===== src/rtl/osd_mixer.sv =====
// osd_mixer: overlays a rectangular on-screen-display window onto a video stream.
// Window geometry and mode are shadowed at the start of each frame (vsync rise).
// Fetch coordinates go to an external OSD source of C_latency cycles. Video, timing
// and the window hit are delayed to line up with the returned OSD pixel.
module osd_mixer #(
    parameter int C_bits    = 8,
    parameter int C_xy_bits = 11,
    parameter int C_latency = 1
) (
    input  logic                   clk_pixel,
    input  logic                   reset,
    input  logic                   clk_pixel_ena,
    input  logic [C_bits-1:0]      i_r,
    input  logic [C_bits-1:0]      i_g,
    input  logic [C_bits-1:0]      i_b,
    input  logic                   i_hsync,
    input  logic                   i_vsync,
    input  logic                   i_blank,
    input  logic [C_xy_bits-1:0]   i_x0,
    input  logic [C_xy_bits-1:0]   i_y0,
    input  logic [C_xy_bits-1:0]   i_w,
    input  logic [C_xy_bits-1:0]   i_h,
    input  logic [1:0]             i_mode,
    input  logic [3*C_bits-1:0]    i_key,
    input  logic [C_bits-1:0]      i_osd_r,
    input  logic [C_bits-1:0]      i_osd_g,
    input  logic [C_bits-1:0]      i_osd_b,
    output logic [C_xy_bits-1:0]   o_osd_x,
    output logic [C_xy_bits-1:0]   o_osd_y,
    output logic                   o_osd_valid,
    output logic [C_bits-1:0]      o_r,
    output logic [C_bits-1:0]      o_g,
    output logic [C_bits-1:0]      o_b,
    output logic                   o_hsync,
    output logic                   o_vsync,
    output logic                   o_blank
);

    // Delay-line word: {r, g, b, hsync, vsync, blank, hit, mode}
    localparam int DW    = 3 * C_bits + 6;
    localparam int DEPTH = C_latency + 1;
    localparam logic [C_xy_bits-1:0] XY_ONE = {{(C_xy_bits-1){1'b0}}, 1'b1};

    logic [C_xy_bits-1:0] px_r, py_r;
    logic                 vsync_d_r, blank_d_r;
    logic [C_xy_bits-1:0] x0_r, y0_r, w_r, h_r;
    logic [1:0]           mode_r;
    logic [C_xy_bits:0]   x_end_s, y_end_s;
    logic                 hit_s;
    logic [DW-1:0]        dly_r [DEPTH];
    logic [DW-1:0]        aligned_s;
    logic [C_bits-1:0]    a_r_s, a_g_s, a_b_s;
    logic                 a_hsync_s, a_vsync_s, a_blank_s, a_hit_s;
    logic [1:0]           a_mode_s;
    logic [C_bits:0]      sum_r_s, sum_g_s, sum_b_s;
    logic [C_bits-1:0]    mix_r_s, mix_g_s, mix_b_s;

    // Window hit test against shadow geometry; sums carry an extra bit so they never wrap
    always_comb begin
        x_end_s = {1'b0, x0_r} + {1'b0, w_r};
        y_end_s = {1'b0, y0_r} + {1'b0, h_r};
        hit_s   = ~i_blank
                  && ({1'b0, px_r} >= {1'b0, x0_r}) && ({1'b0, px_r} < x_end_s)
                  && ({1'b0, py_r} >= {1'b0, y0_r}) && ({1'b0, py_r} < y_end_s);
    end

    // Pixel/line counters and the vsync/blank edge detectors
    always_ff @(posedge clk_pixel) begin
        if (reset) begin
            px_r      <= '0;
            py_r      <= '0;
            vsync_d_r <= 1'b0;
            blank_d_r <= 1'b0;
        end else if (clk_pixel_ena) begin
            px_r      <= i_blank ? '0 : px_r + XY_ONE;
            if (i_vsync) begin
                py_r <= '0;
            end else if (i_blank && !blank_d_r) begin
                py_r <= py_r + XY_ONE;
            end
            vsync_d_r <= i_vsync;
            blank_d_r <= i_blank;
        end
    end

    // Shadow window geometry and mode, reloaded only at the start of a frame
    always_ff @(posedge clk_pixel) begin
        if (reset) begin
            x0_r   <= '0;
            y0_r   <= '0;
            w_r    <= '0;
            h_r    <= '0;
            mode_r <= 2'd0;
        end else if (clk_pixel_ena && i_vsync && !vsync_d_r) begin
            x0_r   <= i_x0;
            y0_r   <= i_y0;
            w_r    <= i_w;
            h_r    <= i_h;
            mode_r <= i_mode;
        end
    end

    // Fetch coordinates for the OSD source; held while outside the window
    always_ff @(posedge clk_pixel) begin
        if (reset) begin
            o_osd_valid <= 1'b0;
            o_osd_x     <= '0;
            o_osd_y     <= '0;
        end else if (clk_pixel_ena) begin
            o_osd_valid <= hit_s;
            if (hit_s) begin
                o_osd_x <= px_r - x0_r;
                o_osd_y <= py_r - y0_r;
            end
        end
    end

    // Delay line aligning video, timing, hit and mode with the returned OSD pixel
    always_ff @(posedge clk_pixel) begin
        if (reset) begin
            for (int i = 0; i < DEPTH; i++) begin
                dly_r[i] <= '0;
            end
        end else if (clk_pixel_ena) begin
            dly_r[0] <= {i_r, i_g, i_b, i_hsync, i_vsync, i_blank, hit_s, mode_r};
            for (int i = 1; i < DEPTH; i++) begin
                dly_r[i] <= dly_r[i-1];
            end
        end
    end

    // Unpack the aligned word and choose the mixed pixel
    always_comb begin
        aligned_s = dly_r[DEPTH-1];
        a_r_s     = aligned_s[DW-1 -: C_bits];
        a_g_s     = aligned_s[DW-1-C_bits -: C_bits];
        a_b_s     = aligned_s[DW-1-2*C_bits -: C_bits];
        a_hsync_s = aligned_s[5];
        a_vsync_s = aligned_s[4];
        a_blank_s = aligned_s[3];
        a_hit_s   = aligned_s[2];
        a_mode_s  = aligned_s[1:0];
        sum_r_s   = {1'b0, a_r_s} + {1'b0, i_osd_r};
        sum_g_s   = {1'b0, a_g_s} + {1'b0, i_osd_g};
        sum_b_s   = {1'b0, a_b_s} + {1'b0, i_osd_b};
        mix_r_s   = a_r_s;
        mix_g_s   = a_g_s;
        mix_b_s   = a_b_s;
        if (a_hit_s && !a_blank_s) begin
            case (a_mode_s)
                2'd1: begin
                    mix_r_s = i_osd_r;
                    mix_g_s = i_osd_g;
                    mix_b_s = i_osd_b;
                end
                2'd2: begin
                    if ({i_osd_r, i_osd_g, i_osd_b} != i_key) begin
                        mix_r_s = i_osd_r;
                        mix_g_s = i_osd_g;
                        mix_b_s = i_osd_b;
                    end else begin
                        mix_r_s = a_r_s;
                        mix_g_s = a_g_s;
                        mix_b_s = a_b_s;
                    end
                end
                2'd3: begin
                    mix_r_s = sum_r_s[C_bits:1];
                    mix_g_s = sum_g_s[C_bits:1];
                    mix_b_s = sum_b_s[C_bits:1];
                end
                default: begin
                    mix_r_s = a_r_s;
                    mix_g_s = a_g_s;
                    mix_b_s = a_b_s;
                end
            endcase
        end else begin
            mix_r_s = a_r_s;
            mix_g_s = a_g_s;
            mix_b_s = a_b_s;
        end
    end

    // Registered mixed video and delayed timing
    always_ff @(posedge clk_pixel) begin
        if (reset) begin
            o_r     <= '0;
            o_g     <= '0;
            o_b     <= '0;
            o_hsync <= 1'b0;
            o_vsync <= 1'b0;
            o_blank <= 1'b0;
        end else if (clk_pixel_ena) begin
            o_r     <= mix_r_s;
            o_g     <= mix_g_s;
            o_b     <= mix_b_s;
            o_hsync <= a_hsync_s;
            o_vsync <= a_vsync_s;
            o_blank <= a_blank_s;
        end
    end

endmodule


===== config.mk =====
export PLATFORM = sky130hd
export DESIGN_NAME = osd_mixer
export DESIGN_NICKNAME = d
export VERILOG_FILES = /design/src/rtl/osd_mixer.sv
export SDC_FILE = /design/constraint.sdc
export NUM_CORES = 1
export LEC_CHECK = 0
export CORE_UTILIZATION = 54
export DETAILED_ROUTE_END_ITERATION = 10
export PLACE_DENSITY_LB_ADDON = 0.08
export SLEW_MARGIN = 20
export SYNTH_ARGS = -nofsm -noshare
export SYNTH_HDL_FRONTEND = slang
export SYNTH_SLANG_ARGS = --single-unit

===== constraint.sdc =====
create_clock -name clk_pixel -period 4.55 [get_ports clk_pixel]
set_clock_uncertainty 0.1 [all_clocks]
set_input_delay 0.6825 -clock clk_pixel [delete_from_list [all_inputs] [get_ports clk_pixel]]
set_output_delay 0.6825 -clock clk_pixel [all_outputs]
set_load 0.1 [all_outputs]

# Yosys cells after proc, flatten, opt, wreduce, memory -nomap -nowiden
# Memory sizes are Yosys's and may differ from the RTL's.
# Index checks and enable logic that the tools add are counted.
# W data, S select, Z words.
classes:
  add_sub_neg: 9
  multipliers: 0
  div_mod_pow: 0
  order_cmp: 4
  n_eq_ne: 4
  shift: 0
  muxes: 19
  n_bitwise: 3
  reduce_logical: 14
op_table:
  columns: ["op", "n"]
  rows:
  - ["$pmux W8 S3", 3]
  - ["$mux W30", 2]
  - ["$mux W8", 6]
  - ["$mux W11", 3]
  - ["$add A8 B8 Y9", 3]
  - ["$add A11 B11 Y12", 2]
  - ["$lt A11 B12 Y1", 2]
  - ["$ne A24 B24 Y1", 1]
  - ["$add A11 B1 Y11 const B", 2]
  - ["$ge A11 B11 Y1", 2]
  - ["$sub A11 B11 Y11", 2]
  - ["$logic_and A1 B1 Y1", 8]
  - ["$mux W1", 5]
  - ["$eq A2 B2 Y1 const B", 2]
  - ["$reduce_and A2 Y1", 2]
  - ["$logic_not A1 Y1", 3]
  - ["$eq A2 B1 Y1 const B", 1]
  - ["$or A1 B1 Y1", 2]
  - ["$reduce_bool A2 Y1", 1]
  - ["$not A1 Y1", 1]
word_totals:
  ff_bits: 120
  latchBits: 0
  ram_bits: 60
  mem_bits_ro: 0
  in_bits: 124
  out_inout_bits: 50
  elab_cells: 72
  mem_count: 1
memory_table:
  columns: ["name", "depth", "width", "rd", "rd_ports_with_merged_regs", "wr", "line", "source"]
  rows:
  - ["dly_r", 2, 30, 2, 0, 2, "50", "logic [DW-1:0] dly_r [DEPTH];"]

# Depth between registers and ports, before layout
# Gate-level depths: netlist of the first run.
logic_depth:
  word_depth: 6
  ltp_mapped: 19
  ltp_nobuf: 18

# Least setup slack after synthesis of the first run
# OpenSTA, ideal clock, no wires.
synth_path:
  path_kind: "register to register"
  from: "register y0_r[0]"
  to: "register o_osd_x[6]"
  t_arrival_ns: 3.420
  t_required_ns: 4.316
  setup_slack_ns: 0.896
  stages_incl_launch_ff: 20
  n_path_buf: 1
  period_less_slack_ns: 3.654
  cell_sequence: "dfxtp_1 ha_1 inv_1 fa_1 nor2b_1 o21ai_0 a21oi_1 o21ai_0 a21oi_1 and4b_1 nor3_1 ha_1 a22oi_1 nand2_1 a31oi_1 o31ai_2 a32o_2 buf_4 o211ai_1 o31ai_1"
synth_via:
  elab_chain_len: 4
  word_cells_on_any_way: 6
  classes_between: "add/sub: 1; order compare: 2; reduce/logical: 3"
synth_lines:
  columns: ["item", "line", "source"]
  rows:
  - ["start, declared", "46", "logic [C_xy_bits-1:0] x0_r, y0_r, w_r, h_r;"]
  - ["start signal, assigned", "96", "y0_r <= i_y0;"]
  - ["$add A11 B11 Y12 / $ge A11 B11 Y1 (equally long branches)", "61, 64", null]
  - ["$lt A11 B12 Y1 / $logic_and A1 B1 Y1 (equally long branches)", "64", "&& ({1'b0, py_r} >= {1'b0, y0_r}) && ({1'b0, py_r} < y_end_s);"]
  - ["$logic_and A1 B1 Y1 (*)", "64", null]
  - ["$reduce_and A2 Y1 (no line) (*)", null, null]
  - ["end signal, assigned", "112", "o_osd_x <= px_r - x0_r;"]
  - ["end, declared", "28", "output logic [C_xy_bits-1:0] o_osd_x,"]
# Every way passes the cells marked *; elsewhere a longest branch is shown, timed or not.
# A chain may end at the register's enable or synchronous reset.

# Worst setup path after layout of the first run
layout_path:
  from: "register y0_r[0]"
  to: "register o_osd_y[8]"
layout_via:
  elab_chain_len: 4
  word_cells_on_any_way: 7
  classes_between: "add/sub: 2; order compare: 2; reduce/logical: 3"
layout_lines:
  columns: ["item", "line", "source"]
  rows:
  - ["$add A11 B11 Y12 / $ge A11 B11 Y1 (equally long branches)", "61, 64", null]
  - ["$lt A11 B12 Y1 / $logic_and A1 B1 Y1 (equally long branches)", "64", null]
  - ["$logic_and A1 B1 Y1", "64", null]
  - ["$reduce_and A2 Y1 (no line)", null, null]
  - ["end signal, assigned", "113", "o_osd_y <= py_r - y0_r;"]
  - ["end, declared", "29", "output logic [C_xy_bits-1:0] o_osd_y,"]
# Several ways; a longest one is shown, not always the timed one.

==> results.py, run 1 <==
metrics = {
    "clocking": {
        "cts_root_buffer": "clkbuf_16",
        "clock_path_buffers": 2,
        "htree_levels": 4,
        "cts_buffers": 17,
        "cts_resized": 0,
        "cts_setup_buffers": 0,
        "clkTransAtPathRegs_ns": 0.07,
        "clock_sinks": 180,
        "cts_tree": "built",
        "clkLatencyLatePin_ns": 0.43,
        "holdBufCountCts": 0,
    },
    "logic_synthesis": {
        "synth_area_um2": 10400,
        "netlist.area_leader.share": 0.232,
        "syn_inst": 1114,
        "synth_ff_type": "dfxtp_1",
        "ys_types": 66,
        "async_flop_share": 0,
        "yosys-top-cells-area": "dfxtp_1 23%, edfxtp_1 17%, ha_1 11%",
        "yosys_warnings": 0,
        "synthesis.nets": 1332,
        "syn_avg_cell_area_um2": 9.31,
        "synth_top_cell_by_area": "dfxtp_1",
        "synth_edf_count": 60,
        "synth_seq_cells": 180,
        "ys_seq_area_frac": 0.406,
    },
    "worst_setup_path": {
        "cp-end-kind": "flop",
        "cpMaxStageDelayCell": "a32oi_4",
        "crit_chain": "ha_1, inv_1, fa_1, nor2b_1, o21ai_0, a21oi_1, o21ai_0, a21oi_1, and4b_1, nor3_1, ha_1, a22oi_1, nand2_1, a31oi_1, o31ai_2, a32oi_4, buf_4, a21oi_1, a211oi_1",
        "timing.rr.start": "y0_r[0]$_SDFFE_PP0P_",
        "critPathMaxFanout": 8,
        "crit_arrival_ns": 4.35,
        "cp_top_family": "compound AO/OA/AOI/OAI gates",
        "startpoint": "y0_r[0]$_SDFFE_PP0P_",
        "path_class": "flop to flop",
        "crit_top_cell": "a21oi_1",
        "worst-path-buf-inv": 2,
        "reg2reg_depth": 19,
        "cp.required_ns": 4.78,
        "critical_path.reg2reg.endpoint": "o_osd_y[8]$_SDFFE_PP0P_",
        "start_kind": "flop",
        "cpPeakStageDelay_ns": 0.42,
        "endpoint": "o_osd_y[8]$_SDFFE_PP0P_",
        "critical_path_depth": 19,
        "r2r_setup_slack_ns": 0.43,
    },
    "floorplanning": {
        "coreArea_um2": 18800,
        "die_w_um": 141,
        "die_h_um": 141,
        "io_pins": 174,
        "rows": 50,
        "die-area_um2": 19800,
        "start_util": 0.552,
    },
    "sta": {
        "fmax_mhz": 243,
        "fin_crit_sh": 0.905,
        "fin_setup_tns_ns": 0,
        "slew_headroom": 0.292,
        "fin_crit_ns": 4.12,
        "tightest_slew_ns": 1.06,
        "setup-violations-final": 0,
        "rsz0062_at_grt": "false",
        "slew_viol_final": 0,
        "hold_viol_final": 0,
    },
    "finish": {
        "nNetsFinal": 1493,
        "final-instance-count-excl-fill": 1522,
        "post-route-util": 0.686,
        "diodes": 0,
        "synthToLayoutAreaGrowth_pct": 24.1,
        "drive_gt1_frac": 0.0621,
    },
    "grt": {
        "grt_pass1_wl_um": 40200,
        "grt_overflow": 0,
        "antenna_found_initial": 2,
        "grt_pass1_vias": 8009,
        "grt_util_all_layers": 0.260,
        "grt_max_degree": 77,
    },
    "routing": {
        "drt_iter0_markers": 569,
        "wl_um": 25200,
        "num_vias": 8587,
        "drtPass1Iterations": 5,
        "wire_per_inst_um": 16.6,
        "via_per_inst": 5.64,
        "drc": 0,
        "ant_nets": 0,
    },
    "pwr": {
        "p_per_area_nw_per_um2": 320,
        "p_leak_uw": 0.00516,
        "totalPowerFinal_uw": 4120,
        "ir_drop_mv": 0.280,
    },
    "worst_hold_path": {
        "holdCritStartpoint": "h_r[5]$_SDFFE_PP0P_",
        "hp-class": "flop to flop",
        "worstHoldPathCells": 2,
    },
    "placed_design": {
        "portBuffers": 173,
        "dp_cells": 1490,
        "place.detailed.hpwl_um": 19100,
        "gp_congestion": 0.907,
    },
    "outcome": {
        "run_status": "finished, final reports clean",
    },
    "flow_run": {
        "maxCapViolations": 0,
    },
}
-- synthesized netlist by cell type (3+ instances only) --
cell type	n
xor2_1	47
a211oi_2	5
a211oi_1	10
a21oi_2	6
clkbuf_1	31
a221o_1	4
o41ai_2	4
nor2_1	50
mux2i_1	4
o31ai_1	3
o211a_1	3
a211o_1	3
and2_1	63
o21ai_1	15
and3_1	7
or3_1	7
inv_1	48
a21o_1	20
nand4_1	11
nor3_1	13
o211ai_2	5
nand2b_1	11
o21ai_0	44
a21oi_1	100
o211ai_1	10
buf_1	3
ha_1	87
o2111ai_1	8
nor4_1	4
dfxtp_1	120
o21a_1	13
nand2_1	149
fa_1	7
nor2b_1	13
nand3_1	17
a21boi_0	3
or2_2	4
a41o_1	3
a31oi_1	6
buf_2	5
a22oi_1	32
edfxtp_1	60
xnor2_1	32
-- report_power, final --
part / switching [uW] / total [uW] / internal [uW] / leakage, uW
Clock: 647 / 1420 / 776 / 0.000265
Sequential: 53.9 / 1800 / 1750 / 0.00163
Combinational: 542 / 900 / 358 / 0.00326
-- cell type report --
| cell class | count | area (um2) |
|---|---|---|
| multi-input cells | 845 | 5820 |
| repair buffers | 183 | 1800 |
| inverters | 48 | 180 |
| fillers | 1570 | 5900 |
| flip-flops and latches | 180 | 4200 |
| clock buffers | 19 | 443 |
| well taps | 234 | 293 |
| clock inverters | 13 | 121 |
-- worst min-delay path by stage --
stage	to	slack (ns)
after floorplan	blank_d_r$_SDFFE_PP0P_	0.33
after global placement	blank_d_r$_SDFFE_PP0P_	0.34
after detailed placement	h_r[8]$_SDFFE_PP0P_	0.35
after CTS	h_r[8]$_SDFFE_PP0P_	0.36
after global routing	h_r[6]$_SDFFE_PP0P_	0.38
final	h_r[5]$_SDFFE_PP0P_	0.36
-- worst min-delay path: cells and delay by family, from the launching register on --
kind	cells	cell delay, ns
flops	1	0.31
simple gates	1	0.05
compound gates	1	0.05
-- state kept, by name, summed over array words and instances, names as in the netlist, 2 cells and up --
name and cells:
dly_r 60, h_r 11, mode_r 2, o_b 8
o_g 8, o_osd_x 11, o_osd_y 11, o_r 8
px_r 11, py_r 11, w_r 11, x0_r 11
y0_r 11
-- per-layer routing --
layer  vias to the layer above  global-route usage  part of all wire
li1                       4305                   -                 -
met5                         -                   0           0.00095
met1                      3966               0.320              0.44
met3                        49              0.0455             0.051
met2                       263               0.447              0.47
met4                         4               0.114             0.033
-- layout by cell type (no fill, tap or decap), types with 7 or more instances in the layout --
master / Yosys / routed
nand2b_1: 11 / 11
nor2b_1: 13 / 12
nor3_1: 13 / 13
o2111ai_1: 8 / 8
nor2_1: 50 / 48
a22oi_1: 32 / 32
and3_1: 7 / 7
inv_1: 48 / 47
xor2_1: 47 / 47
or3_1: 7 / 7
nand3_1: 17 / 17
o21ai_0: 44 / 44
buf_4: 1 / 10
o21a_1: 13 / 13
a21oi_1: 100 / 100
fa_1: 7 / 7
clkdlybuf4s50_1: 0 / 172
dfxtp_1: 120 / 120
clkbuf_16: 0 / 17
xnor2_1: 32 / 32
nand2_1: 149 / 149
edfxtp_1: 60 / 60
a211oi_1: 10 / 10
ha_1: 87 / 87
a21o_1: 20 / 20
o211ai_1: 10 / 10
nand4_1: 11 / 11
o21ai_1: 15 / 15
and2_1: 63 / 63
-- metrics by stage --
step                      setup slack (ns)  hold slack (ns)  area [um2]
after floorplan                      0.896            0.327       10400
after detailed placement             0.468            0.354       12300
after global placement               0.566            0.339       12300
after global routing                 0.113            0.383       12900
final                                0.433            0.359       12900
after CTS                            0.436            0.363       12900
-- logic make-up (layout without fill, tap and decap cells) --
group | count (synthesis) | in the layout | synth area share
AND/OR/NAND/NOR | 359 | 359 | 0.168
AO/OA/AOI/OAI | 309 | 309 | 0.203
flip-flops | 180 | 180 | 0.406
adder cells (fa/ha/maj) | 94 | 94 | 0.119
buffers and inverters | 89 | 263 | 0.0339
XOR/XNOR | 79 | 79 | 0.0667
multiplexers | 4 | 4 | 0.00386
Power figures use the tool's default switching activity.
==> inputs of run 2 (changes only) <==
--- a/config.mk
+++ b/config.mk
@@ -7,6 +7,7 @@
 export LEC_CHECK = 0
 export CORE_UTILIZATION = 54
 export DETAILED_ROUTE_END_ITERATION = 10
+export GPL_ROUTABILITY_DRIVEN = 1
 export PLACE_DENSITY_LB_ADDON = 0.08
 export SLEW_MARGIN = 20
 export SYNTH_ARGS = -nofsm -noshare
==> results of run 2 <==
Final layout, timing and power as in run 1 (identical DEF).
==> inputs of run 3 (changes only) <==
--- a/config.mk
+++ b/config.mk
@@ -5,11 +5,13 @@
 export SDC_FILE = /design/constraint.sdc
 export NUM_CORES = 1
 export LEC_CHECK = 0
-export CORE_UTILIZATION = 54
+export CORE_UTILIZATION = 55
 export DETAILED_ROUTE_END_ITERATION = 10
+export DONT_BUFFER_PORTS = 1
 export GPL_ROUTABILITY_DRIVEN = 1
 export PLACE_DENSITY_LB_ADDON = 0.08
 export SLEW_MARGIN = 20
 export SYNTH_ARGS = -nofsm -noshare
 export SYNTH_HDL_FRONTEND = slang
 export SYNTH_SLANG_ARGS = --single-unit
+export TNS_END_PERCENT = 50
==> results.py, run 3 (synthesized netlist as in run 1, its figures left out) <==
metrics = {
    "clocking": {
        "cts_root_buffer": "clkbuf_16",
        "holdBufCountCts": 0,
        "cts_resized": 0,
        "cts_tree": "built",
        "clock_path_buffers": 2,
        "clkTransAtPathRegs_ns": 0.07,
        "htree_levels": 4,
        "cts_buffers": 17,
        "clock_sinks": 180,
        "cts_setup_buffers": 0,
        "clkLatencyLatePin_ns": 0.42,
    },
    "worst_setup_path": {
        "cp_top_family": "compound AO/OA/AOI/OAI gates",
        "start_kind": "flop",
        "cpMaxStageDelayCell": "a32o_2",
        "reg2reg_depth": 16,
        "cp.required_ns": 4.77,
        "path_class": "flop to flop",
        "crit_chain": "ha_1, inv_1, fa_1, nor2b_1, o21ai_0, a21oi_1, o21ai_0, a21oi_1, and4b_1, nor3_1, ha_1, a21oi_1, a211oi_1, a32o_2, nor2_4, a41o_1",
        "crit_top_cell": "a21oi_1",
        "cp-end-kind": "flop",
        "worst-path-buf-inv": 1,
        "critical_path_depth": 16,
        "critPathMaxFanout": 16,
        "cpPeakStageDelay_ns": 0.56,
        "crit_arrival_ns": 4.33,
    },
    "finish": {
        "layout_common_cells": "149 x nand2_1, 120 x dfxtp_1, 100 x a21oi_1, 87 x ha_1, 63 x and2_1",
        "diodes": 0,
        "synthToLayoutAreaGrowth_pct": 7.52,
        "largest_reg_flops": 60,
        "nNetsFinal": 1315,
        "nFillCells": 1652,
        "post-route-util": 0.612,
        "drive_gt1_frac": 0.0667,
        "largest_register": "dly_r",
        "final_common_cell": "nand2_1",
    },
    "routing": {
        "wl_um": 23600,
        "met2_wirelength_um": 11400,
        "via_per_inst": 5.85,
        "drc": 0,
        "drt_iter0_markers": 424,
        "ant_nets": 0,
        "wl_met1_um": 10600,
        "drtPass1Iterations": 5,
        "wl_met3_um": 1450,
        "num_vias": 7832,
        "wire_per_inst_um": 17.6,
        "routed.top_layer": "met4",
    },
    "sta": {
        "hold_viol_final": 0,
        "setup_ws_ns": 0.442,
        "slew_viol_final": 0,
        "fin_crit_ns": 4.11,
        "fin_setup_tns_ns": 0,
        "fin_crit_sh": 0.903,
        "setup-violations-final": 0,
        "slew_headroom": 0.278,
        "tightest_slew_ns": 1.08,
        "fmax_mhz": 243,
        "rsz0062_at_grt": "false",
    },
    "placed_design": {
        "portBuffers": 0,
        "post-place-ws_ns": 0.445,
        "gp_congestion": 0.894,
        "place.detailed.hpwl_um": 17800,
    },
    "floorplanning": {
        "die-area_um2": 19400,
        "io_pins": 174,
        "rows": 49,
        "start_util": 0.569,
        "die_w_um": 139,
        "coreArea_um2": 18200,
        "die_h_um": 139,
    },
    "grt": {
        "antenna_found_initial": 0,
        "grt_util_all_layers": 0.247,
        "grt_max_degree": 78,
        "grt_pass1_vias": 7372,
        "grt_pass1_wl_um": 37800,
        "grt_overflow": 0,
    },
    "pwr": {
        "p_leak_uw": 0.00451,
        "p_per_area_nw_per_um2": 360,
        "ir_drop_mv": 0.296,
    },
    "flow_run": {
        "maxCapViolations": 0,
    },
    "worst_hold_path": {
        "worstHoldPathCells": 1,
        "hp-class": "input pin to flop",
    },
    "outcome": {
        "run_status": "finished, final reports clean",
    },
}
## run 3: final cells by class
type	instances	area (um2)	area share
tap	229	287	0.0257
clock buffer	17	425	0.0382
sequential	180	4200	0.377
timing repair buffer	5	37.5	0.00337
multi-input combinational	845	5840	0.524
inverter	48	180	0.0162
clock inverter	15	176	0.0158
## run 3: worst paths after layout
| check | start | endpoint | slack, ns |
|---|---|---|---|
| setup / recovery | y0_r[0]$_SDFFE_PP0P_ | o_osd_y[10]$_SDFFE_PP0P_ | 0.44 |
| hold / removal | reset | o_osd_y[4]$_SDFFE_PP0P_ | 0.24 |
| setup reg to reg | y0_r[0]$_SDFFE_PP0P_ | o_osd_y[10]$_SDFFE_PP0P_ | 0.44 |
| hold reg to reg | h_r[7]$_SDFFE_PP0P_ | h_r[7]$_SDFFE_PP0P_ | 0.36 |
## run 3: stage by stage
step	instances	hold WS [ns]	area, um2	total power, uW
3_3_place_gp	1307	0.344	10500	2540
3_5_place_dp	1307	0.348	10500	2550
6_report	1339	0.239	11100	4010
4_1_cts	1339	0.225	11100	4040
2_1_floorplan	1114	0.327	10400	2440
5_1_grt	1339	0.220	11100	4180
## run 3: where the power goes
group          switching (uW)  internal (uW)  leakage, uW  total (uW)
logic                     322            231      0.00259         553
registers                 215           1740      0.00163        1960
clock network             675            827     0.000287        1500
total                    1210           2800      0.00451        4010
## run 3: routing by layer
metal | up-vias | track usage
li1 | 3956 | -
met1 | 3657 | 0.315
met2 | 208 | 0.430
met5 | - | 0
met4 | 0 | 0.0497
met3 | 11 | 0.0533
